File: config.mk
export PLATFORM = sky130hd
export DESIGN_NAME = astro_rom_loader
export DESIGN_NICKNAME = d
export VERILOG_FILES = /design/src/rtl/astro_rom_loader.sv
export SDC_FILE = /design/constraint.sdc
export NUM_CORES = 1
export LEC_CHECK = 0
export BUFFER_PORTS_ARGS = -buffer_cell sky130_fd_sc_hd__buf_4
export CORE_MARGIN = 3
export CORE_UTILIZATION = 52
export DETAILED_ROUTE_END_ITERATION = 8
export PLACE_DENSITY = 0.77
export SLEW_MARGIN = 20
export SYNTH_ARGS = -nofsm -noshare
export SYNTH_HDL_FRONTEND = slang
export SYNTH_SLANG_ARGS = --single-unit
File: constraint.sdc
create_clock -name clk_sys -period 3.2 [get_ports clk_sys]
set_input_delay 0.32 -clock clk_sys [delete_from_list [all_inputs] [get_ports clk_sys]]
set_output_delay 0.32 -clock clk_sys [all_outputs]
set_load 0.005 [all_outputs]
File: src/rtl/astro_rom_loader.sv
// HPS ioctl download responder for the Astrocade core: splits 16-bit words into byte writes
// for the cart/BIOS RAMs, tracks cart size and mirrors short cart images across the window.
module astro_rom_loader #(
  parameter int         ADDR_W   = 13,
  parameter logic [7:0] IDX_BIOS = 8'd0,
  parameter logic [7:0] IDX_CART = 8'd1
) (
  input  logic              clk_sys,
  input  logic              reset,
  input  logic              ioctl_download,
  input  logic [7:0]        ioctl_index,
  input  logic              ioctl_wr,
  input  logic [24:0]       ioctl_addr,
  input  logic [15:0]       ioctl_dout,
  output logic              ioctl_wait,
  output logic [ADDR_W-1:0] mem_addr,
  output logic [7:0]        mem_din,
  input  logic [7:0]        mem_q,
  output logic              cart_we,
  output logic              bios_we,
  output logic [ADDR_W:0]   cart_size,
  output logic              load_done
);

  localparam logic [24:0]       WIN25  = 25'(2**ADDR_W);
  localparam logic [ADDR_W:0]   WIN_SZ = {1'b1, {ADDR_W{1'b0}}};
  localparam logic [ADDR_W:0]   TWO    = {{(ADDR_W-1){1'b0}}, 2'b10};
  localparam logic [ADDR_W-1:0] ONE_A  = {{(ADDR_W-1){1'b0}}, 1'b1};
  localparam logic [ADDR_W-1:0] LAST_A = '1;

  typedef enum logic [2:0] {IDLE, LOAD, WR_LO, WR_HI, MIR_RD, MIR_WR, DONE} state_t;

  state_t            state_q, state_d;
  logic [15:0]       word_q, word_d;
  logic [24:0]       addr_q, addr_d;
  logic              cart_tgt_q, cart_tgt_d;
  logic              wait_q, wait_d;
  logic              cart_we_q, cart_we_d;
  logic              bios_we_q, bios_we_d;
  logic [ADDR_W-1:0] mem_addr_q, mem_addr_d;
  logic [7:0]        mem_din_q, mem_din_d;
  logic [ADDR_W:0]   cart_size_q, cart_size_d;
  logic              load_done_q, load_done_d;
  logic [ADDR_W-1:0] src_q, src_d;
  logic [ADDR_W-1:0] dst_q, dst_d;

  logic              is_cart_idx, is_bios_idx;
  logic              in_win_lo, in_win_hi;
  logic              start_load;
  logic [ADDR_W:0]   size_cand;
  logic [ADDR_W-1:0] src_inc, src_next;

  always_comb begin
    is_cart_idx = (ioctl_index == IDX_CART);
    is_bios_idx = (ioctl_index == IDX_BIOS);
    in_win_lo   = (ioctl_addr < WIN25);
    in_win_hi   = (addr_q < (WIN25 - 25'd1));
    start_load  = ioctl_download && (state_q inside {IDLE, DONE, MIR_RD, MIR_WR});
    size_cand   = (ioctl_addr >= (WIN25 - 25'd2)) ? WIN_SZ : (ioctl_addr[ADDR_W:0] + TWO);
    // Source pointer wraps at the loaded size so non-power-of-two images repeat correctly.
    src_inc     = src_q + ONE_A;
    src_next    = ({1'b0, src_inc} == cart_size_q) ? '0 : src_inc;
  end

  always_comb begin
    state_d     = state_q;
    word_d      = word_q;
    addr_d      = addr_q;
    cart_tgt_d  = cart_tgt_q;
    wait_d      = 1'b0;
    cart_we_d   = 1'b0;
    bios_we_d   = 1'b0;
    mem_addr_d  = mem_addr_q;
    mem_din_d   = mem_din_q;
    cart_size_d = cart_size_q;
    load_done_d = load_done_q;
    src_d       = src_q;
    dst_d       = dst_q;

    if (start_load) begin
      state_d     = LOAD;
      load_done_d = 1'b0;
      cart_tgt_d  = is_cart_idx;
      if (is_cart_idx) cart_size_d = '0;
    end else begin
      case (state_q)
        LOAD: begin
          if (!ioctl_download) begin
            if (cart_tgt_q && (cart_size_q != '0) && (cart_size_q < WIN_SZ)) begin
              state_d    = MIR_RD;
              src_d      = '0;
              dst_d      = cart_size_q[ADDR_W-1:0];
              mem_addr_d = '0;
            end else begin
              state_d     = DONE;
              load_done_d = 1'b1;
            end
          end else if (ioctl_wr && (is_cart_idx || is_bios_idx)) begin
            state_d    = WR_LO;
            word_d     = ioctl_dout;
            addr_d     = ioctl_addr;
            cart_tgt_d = is_cart_idx;
            wait_d     = 1'b1;
            mem_addr_d = ioctl_addr[ADDR_W-1:0];
            mem_din_d  = ioctl_dout[7:0];
            cart_we_d  = is_cart_idx && in_win_lo;
            bios_we_d  = is_bios_idx && in_win_lo;
            if (is_cart_idx && (size_cand > cart_size_q)) cart_size_d = size_cand;
          end
        end
        WR_LO: begin
          state_d    = WR_HI;
          wait_d     = 1'b1;
          mem_addr_d = addr_q[ADDR_W-1:0] + ONE_A;
          mem_din_d  = word_q[15:8];
          cart_we_d  = cart_tgt_q && in_win_hi;
          bios_we_d  = !cart_tgt_q && in_win_hi;
        end
        WR_HI: state_d = LOAD;
        MIR_RD: begin
          state_d    = MIR_WR;
          mem_addr_d = dst_q;
          cart_we_d  = 1'b1;
        end
        MIR_WR: begin
          if (dst_q == LAST_A) begin
            state_d     = DONE;
            load_done_d = 1'b1;
          end else begin
            state_d    = MIR_RD;
            src_d      = src_next;
            dst_d      = dst_q + ONE_A;
            mem_addr_d = src_next;
          end
        end
        default: ;
      endcase
    end
  end

  always_ff @(posedge clk_sys) begin
    if (reset) begin
      state_q     <= IDLE;
      word_q      <= '0;
      addr_q      <= '0;
      cart_tgt_q  <= 1'b0;
      wait_q      <= 1'b0;
      cart_we_q   <= 1'b0;
      bios_we_q   <= 1'b0;
      mem_addr_q  <= '0;
      mem_din_q   <= '0;
      cart_size_q <= '0;
      load_done_q <= 1'b0;
      src_q       <= '0;
      dst_q       <= '0;
    end else begin
      state_q     <= state_d;
      word_q      <= word_d;
      addr_q      <= addr_d;
      cart_tgt_q  <= cart_tgt_d;
      wait_q      <= wait_d;
      cart_we_q   <= cart_we_d;
      bios_we_q   <= bios_we_d;
      mem_addr_q  <= mem_addr_d;
      mem_din_q   <= mem_din_d;
      cart_size_q <= cart_size_d;
      load_done_q <= load_done_d;
      src_q       <= src_d;
      dst_q       <= dst_d;
    end
  end

  // RAM read data only arrives during MIR_WR, so it is forwarded straight to the write port.
  assign mem_din    = (state_q == MIR_WR) ? mem_q : mem_din_q;
  assign ioctl_wait = wait_q;
  assign mem_addr   = mem_addr_q;
  assign cart_we    = cart_we_q;
  assign bios_we    = bios_we_q;
  assign cart_size  = cart_size_q;
  assign load_done  = load_done_q;

endmodule

== Word level (Yosys, flattened, before mapping) ==
Index checks and enable logic that the tools add are counted.

* Add/sub/neg operators: 4
* $lt $le $gt $ge: 5
* Equality and inequality tests: 20
* Mux-type cells: 46
* Bitwise logic cells: 1
* Reductions and logical operators: 34

{| class="wikitable"
|+ Operator list
! operator !! count
|-
| $mux W13 || 9
|-
| $mux W14 || 7
|-
| $pmux W13 S2 || 2
|-
| $pmux W13 S4 || 1
|-
| $add A13 B1 Y13 const B || 3
|-
| $ge A25 B13 Y1 const B || 1
|-
| $lt A25 B13 Y1 const B || 1
|-
| $lt A25 B14 Y1 const B || 1
|-
| $mux W8 || 3
|-
| $ne A2 B2 Y1 const B || 8
|-
| $pmux W8 S2 || 1
|-
| $pmux W3 S5 || 1
|-
| $reduce_and A5 Y1 || 3
|-
| $add A14 B2 Y14 const B || 1
|-
| $eq A13 B14 Y1 || 1
|-
| $gt A14 B14 Y1 || 1
|-
| $lt A14 B14 Y1 const B || 1
|-
| $mux W1 || 14
|-
| $reduce_bool A14 Y1 || 1
|-
| $eq A13 B13 Y1 const B || 1
|-
| $reduce_and A4 Y1 || 3
|-
| $reduce_bool A2 Y1 || 6
|-
| $eq A3 B3 Y1 const B || 3
|-
| $logic_and A1 B1 Y1 || 9
|-
| other kinds (20) || 28
|}

* Register bits after elaboration: 110
* Input port bits: 61
* Logic and storage cells: 124

== Longest topological paths before layout ==
* Depth after elaboration: 9
* Mapped depth: 17
* Gate-level depth less buffers: 15

== Least setup slack after synthesis ==
Ideal clock, no wire load.

* Kind: input to register
* Start point: input port ioctl_addr[14]
* End point: register cart_size_q[10] (netlist: cart_size[10])
* Library setup time: 0.060 ns
* Arrival time: 3.221 ns
* Slack: -0.080 ns
* Stages on the path: 16
* Cell sequence: nor4_1 > nand3_1 > a31oi_1 > clkinv_1 > nor2_1 > ha_1 > a21o_1 > a21oi_1 > nor2b_1 > o31ai_1 > o211ai_1 > nand4b_1 > and2_1 > clkbuf_1 > clkbuf_1 > a22o_1

* Cells in the longest elaborated chain, start to end: 7
* Elaborated cells between the ends (all ways): 11
* Classes of those cells: order compare (2); mux (6); reduce/logical (3)

{| class="wikitable"
|+ RTL lines
! item !! RTL line !! source
|-
| start: declaration || 13 || <nowiki>input logic [24:0] ioctl_addr,</nowiki>
|-
| $ge A25 B13 Y1 (*) || 59 || <nowiki>size_cand = (ioctl_addr >= (WIN25 - 25'd2)) ? WIN_SZ : (ioctl_addr[ADDR_W:0] + TWO);</nowiki>
|-
| $mux W14 (*) || 59 ||
|-
| branches (longest 5 deep; another with $gt A14 B14 Y1) || -- ||
|-
| end signal: assignment || 166 || <nowiki>cart_size_q <= cart_size_d;</nowiki>
|-
| end: declaration || 42 || <nowiki>logic [ADDR_W:0] cart_size_q, cart_size_d;</nowiki>
|}

Mark *: on every way between the ends. The select of a mux whose other input is x is not followed.
A chain may end at the register's enable or synchronous reset.

== Worst setup path after layout ==
* Start point: register src_q[3]
* End point: register mem_addr_q[10] (netlist: mem_addr[10])

* Cells in the longest elaborated chain, start to end: 5

{| class="wikitable"
|+ RTL lines
! item !! RTL line !! source
|-
| start: declaration || 44 || <nowiki>logic [ADDR_W-1:0] src_q, src_d;</nowiki>
|-
| start signal: assignment || 168 || <nowiki>src_q <= src_d;</nowiki>
|-
| $add A13 B1 Y13 (*) || 61 || <nowiki>src_inc = src_q + ONE_A;</nowiki>
|-
| $eq A13 B14 Y1 || 62 || <nowiki>src_next = ({1'b0, src_inc} == cart_size_q) ? '0 : src_inc;</nowiki>
|-
| $mux W13 (*) || 62 ||
|-
| $mux W13 (*) || 126 || <nowiki>if (dst_q == LAST_A) begin</nowiki>
|-
| $pmux W13 S4 (*) || 86 || <nowiki>case (state_q)</nowiki>
|-
| end signal: assignment || 164 || <nowiki>mem_addr_q <= mem_addr_d;</nowiki>
|-
| end: declaration || 40 || <nowiki>logic [ADDR_W-1:0] mem_addr_q, mem_addr_d;</nowiki>
|}

Mark *: on every way between the ends. The rest lies on a longest branch, timed or not. The select of a mux whose other input is x is not followed.

==> results.md <==
* Slew headroom at around 53%
* Slew @ Worst Pin at about 0.70 ns
* P per Cell Area at ~460 nW/um^2
* First-pass GRT wire length at between 30000 and 40000 um
* Cell Area, Synth at roughly 6200 um^2
* Share of synthesized registers carrying an async set or reset at 0%
* Sequential fraction of the synthesis area at 32.8%
* Initial core utilization at between 50% and 60%
* Fin. max-slew vios at 0
* Number of synthesized flops with an enable pin at 0
* Max-cap viol count at 0
* Reg2reg start: src_q[3]
* Clock Skews at 0.00705 ns
* # setup viols final at 0
* Hold Path Stages at 3
* Drt first pass iters at 7
* # IOs at 100
* Area post-placement at 7340 um^2
* Syn Inst Count at between 800 and 900
* Grt total ovfl at 0
* Area of the multi-input gates at 3860 um^2
* Avg Cell Area, Syn at 7.45 um^2
* FP Rows at 39
* Die area at 13300 um^2
* RSZ-0062 raised after global routing: no
* Clock sink count at roughly 100
* RR Endpoint: mem_addr[10]
* Port Buffer Count at a little under 100
* Crit path from: src_q[3]
* Tmin final at around 3 ns
* Vias/cell at ~6
* Top cell type's share of synthesized area at approximately 33%
* Largest net degree at the start of global routing at 43
* Reg area at just over 2000 um^2
* Outcome: completed
* Maximum VDD drop at 369 uV
* Kind of critical path: register to register
* Lkg Pwr at 0.00295 uW
* Syn nets at just over 900
* Min-delay src: ioctl_dout[10]
* Routed met1 length at 8260 um
* Post-DRT Antenna Nets at 0
* Met3 wire len at approximately 1400 um
* Layout fillers at 1025
* Final Hold Viols at 0
* Final #Nets at 1023
* Startpoint Class: register
* Hold-fix buffers, CTS at 0
* Hold endpoint: word_q[10]
* Yosys reg bits at roughly 100
* H-tree depth at 3
* Core Area at roughly 12000 um^2
* Worst-path fanout max at 6
* Cell taking the most area after synthesis: dfxtp_1
* Post-cts resize count at 0
* Avg WL per Cell at roughly 18 um
* Uppermost routed layer: met4
* Synth top cells by count: 155 x nand2_1, 103 x nor2_1, 102 x dfxtp_1
* Synth unique cells at between 60 and 70
* Post-CTS Setup Inserts at 0
* Drt first-iter violations at 641
* Post-detail-place hpwl at 14200 um
* Main synth FF type: dfxtp_1
* Initial antenna violation count at 0
* Gr usage total at between 20% and 30%
* Required time worst endpoint at between 3 and 4 ns
* # diodes at 0
* Setup TNS at 0 ns
* Finished Cell Area at ~7600 um^2
* Area growth syn-to-layout at 22.8%
* Met2 WL at between 8000 and 9000 um
* Fin crit share at 93.7%
* Worst-Skew Late Latency at roughly 0.35 ns
* Die H at between 100 and 150 um
* CTS root buffer: clkbuf_16
* Via count of the first global-routing pass at approximately 5800
* Reg clk slew, reported paths at 0.08 ns
* Crit path DAT at 3.21 ns
* Num CTS Buffers at 9
* R2r setup slk at between 0.2 and 0.25 ns
* Chip Width at 115 um
* Vias at between 6000 and 7000
* Clk buf depth at 2
* DRC at 0
* Share of cells above drive strength 1 at about a fifth
* R2R depth at 10
* Min-delay worst type: primary input to register
* CTS tree: yes
* Max frequency at 334 MHz
* CP endpoint kind: register
* Final WL at just under 20000 um
* Placer Congestion at a little under 1
* Area contributors post-synth: dfxtp_1 33%, nand2_1 9.3%, nor2_1 6.2%
* Yosys Warn Count at 0
* Cell with the most instances after synthesis: nand2_1
-- metrics by stage --
stage                     util [%]  std cells  setup slack [ns]  power, uW  hold WS, ns
after global placement        63.5       1074             0.105       2410        0.439
after CTS                     66.1       1090             0.224       3520        0.208
after global routing          66.1       1090            0.0286       3690        0.212
after floorplan                  -        836            0.0286       1980        0.432
final                         66.1       1090             0.202       3520        0.215
after detailed placement      63.5       1074            0.0432       2420        0.444
-- critical path: stages, from the launching register on --
cell,delay [ns]
dfxtp_1,0.42
buf_4,0.17
nand4_2,0.21
or4_4,0.49
xnor2_2,0.28
xnor2_1,0.12
nor3b_2,0.25
a31oi_4,0.18
a2111oi_0,0.48
buf_4,0.19
a2111oi_0,0.05
-- layout by cell type (no fill, tap or decap), drive strengths merged, types with 3 or more instances in the layout --
cell and count:
xor2 17, a211oi 11, a32oi 4, buf 151
dfxtp 102, nand2 156, o22ai 4, nor2 104
a32o 4, a22oi 7, a21o 6, nand3b 4
nor3b 4, or4 3, a21oi 75, nand4 13
and2 9, o32ai 3, and3 11, a311oi 16
xnor2 28, a221oi 4, nor2b 6, nor4 16
o21ai 28, ha 20, nand3 25, nor3 17
a31oi 12, nand2b 6, a2111oi 9, or3 3
inv 28, clkinv 3, a22o 13, clkbuf 10
-- metal layers --
| layer | vias up | global-route usage, % |
|---|---|---|
| met5 | - | 0 |
| met4 | 0 | 11.7 |
| met3 | 41 | 5.95 |
| met2 | 295 | 44.8 |
| met1 | 3024 | 38.5 |
| li1 | 3173 | - |
-- final cells by class --
| cell class | count | share of cell area (%) |
|---|---|---|
| Tap cell | 143 | 2.34 |
| Inverter | 26 | 1.28 |
| Timing Repair Buffer | 151 | 15.2 |
| Sequential cell | 102 | 26.7 |
| Multi-Input combinational cell | 652 | 50.5 |
| Clock buffer | 10 | 3.13 |
| Clock inverter | 6 | 0.835 |
-- report_power, final --
group / internal [uW] / switching [uW] / leakage, uW
Clock: 572 / 543 / 0.000146
Sequential: 1360 / 56.0 / 0.000823
Combinational: 426 / 565 / 0.00198
Total: 2360 / 1160 / 0.00295
-- state kept, by name, indices dropped and copies added (netlist names) --
signal / flops
state_q: 3
mem_addr: 13
addr_q: 25
dst_q: 13
ioctl_wait: 1
load_done: 1
cart_we: 1
word_q: 8
src_q: 13
mem_din_q: 8
bios_we: 1
cart_tgt_q: 1
cart_size: 14
-- cell families (layout without fill, tap and decap cells) --
| family | count (synthesis) | in the layout | share of synthesized area (%) |
|---|---|---|---|
| simple gates | 381 | 381 | 28.6 |
| buf+inv | 82 | 193 | 5.43 |
| fa+ha+maj | 20 | 20 | 4.02 |
| xor+xnor | 45 | 45 | 6.45 |
| flops | 102 | 102 | 32.8 |
| compound gates | 205 | 205 | 22.5 |
| mux | 1 | 1 | 0.161 |
-- worst max path at each step --
stage	endpoint	cells after the start
2_1_floorplan	cart_size[10]	16
3_3_place_gp	cart_size[7]	16
3_5_place_dp	cart_size[10]	16
4_1_cts	mem_addr[11]	10
5_1_grt	mem_addr[11]	10
6_report	mem_addr[10]	10
Power figures use the tool's default switching activity.
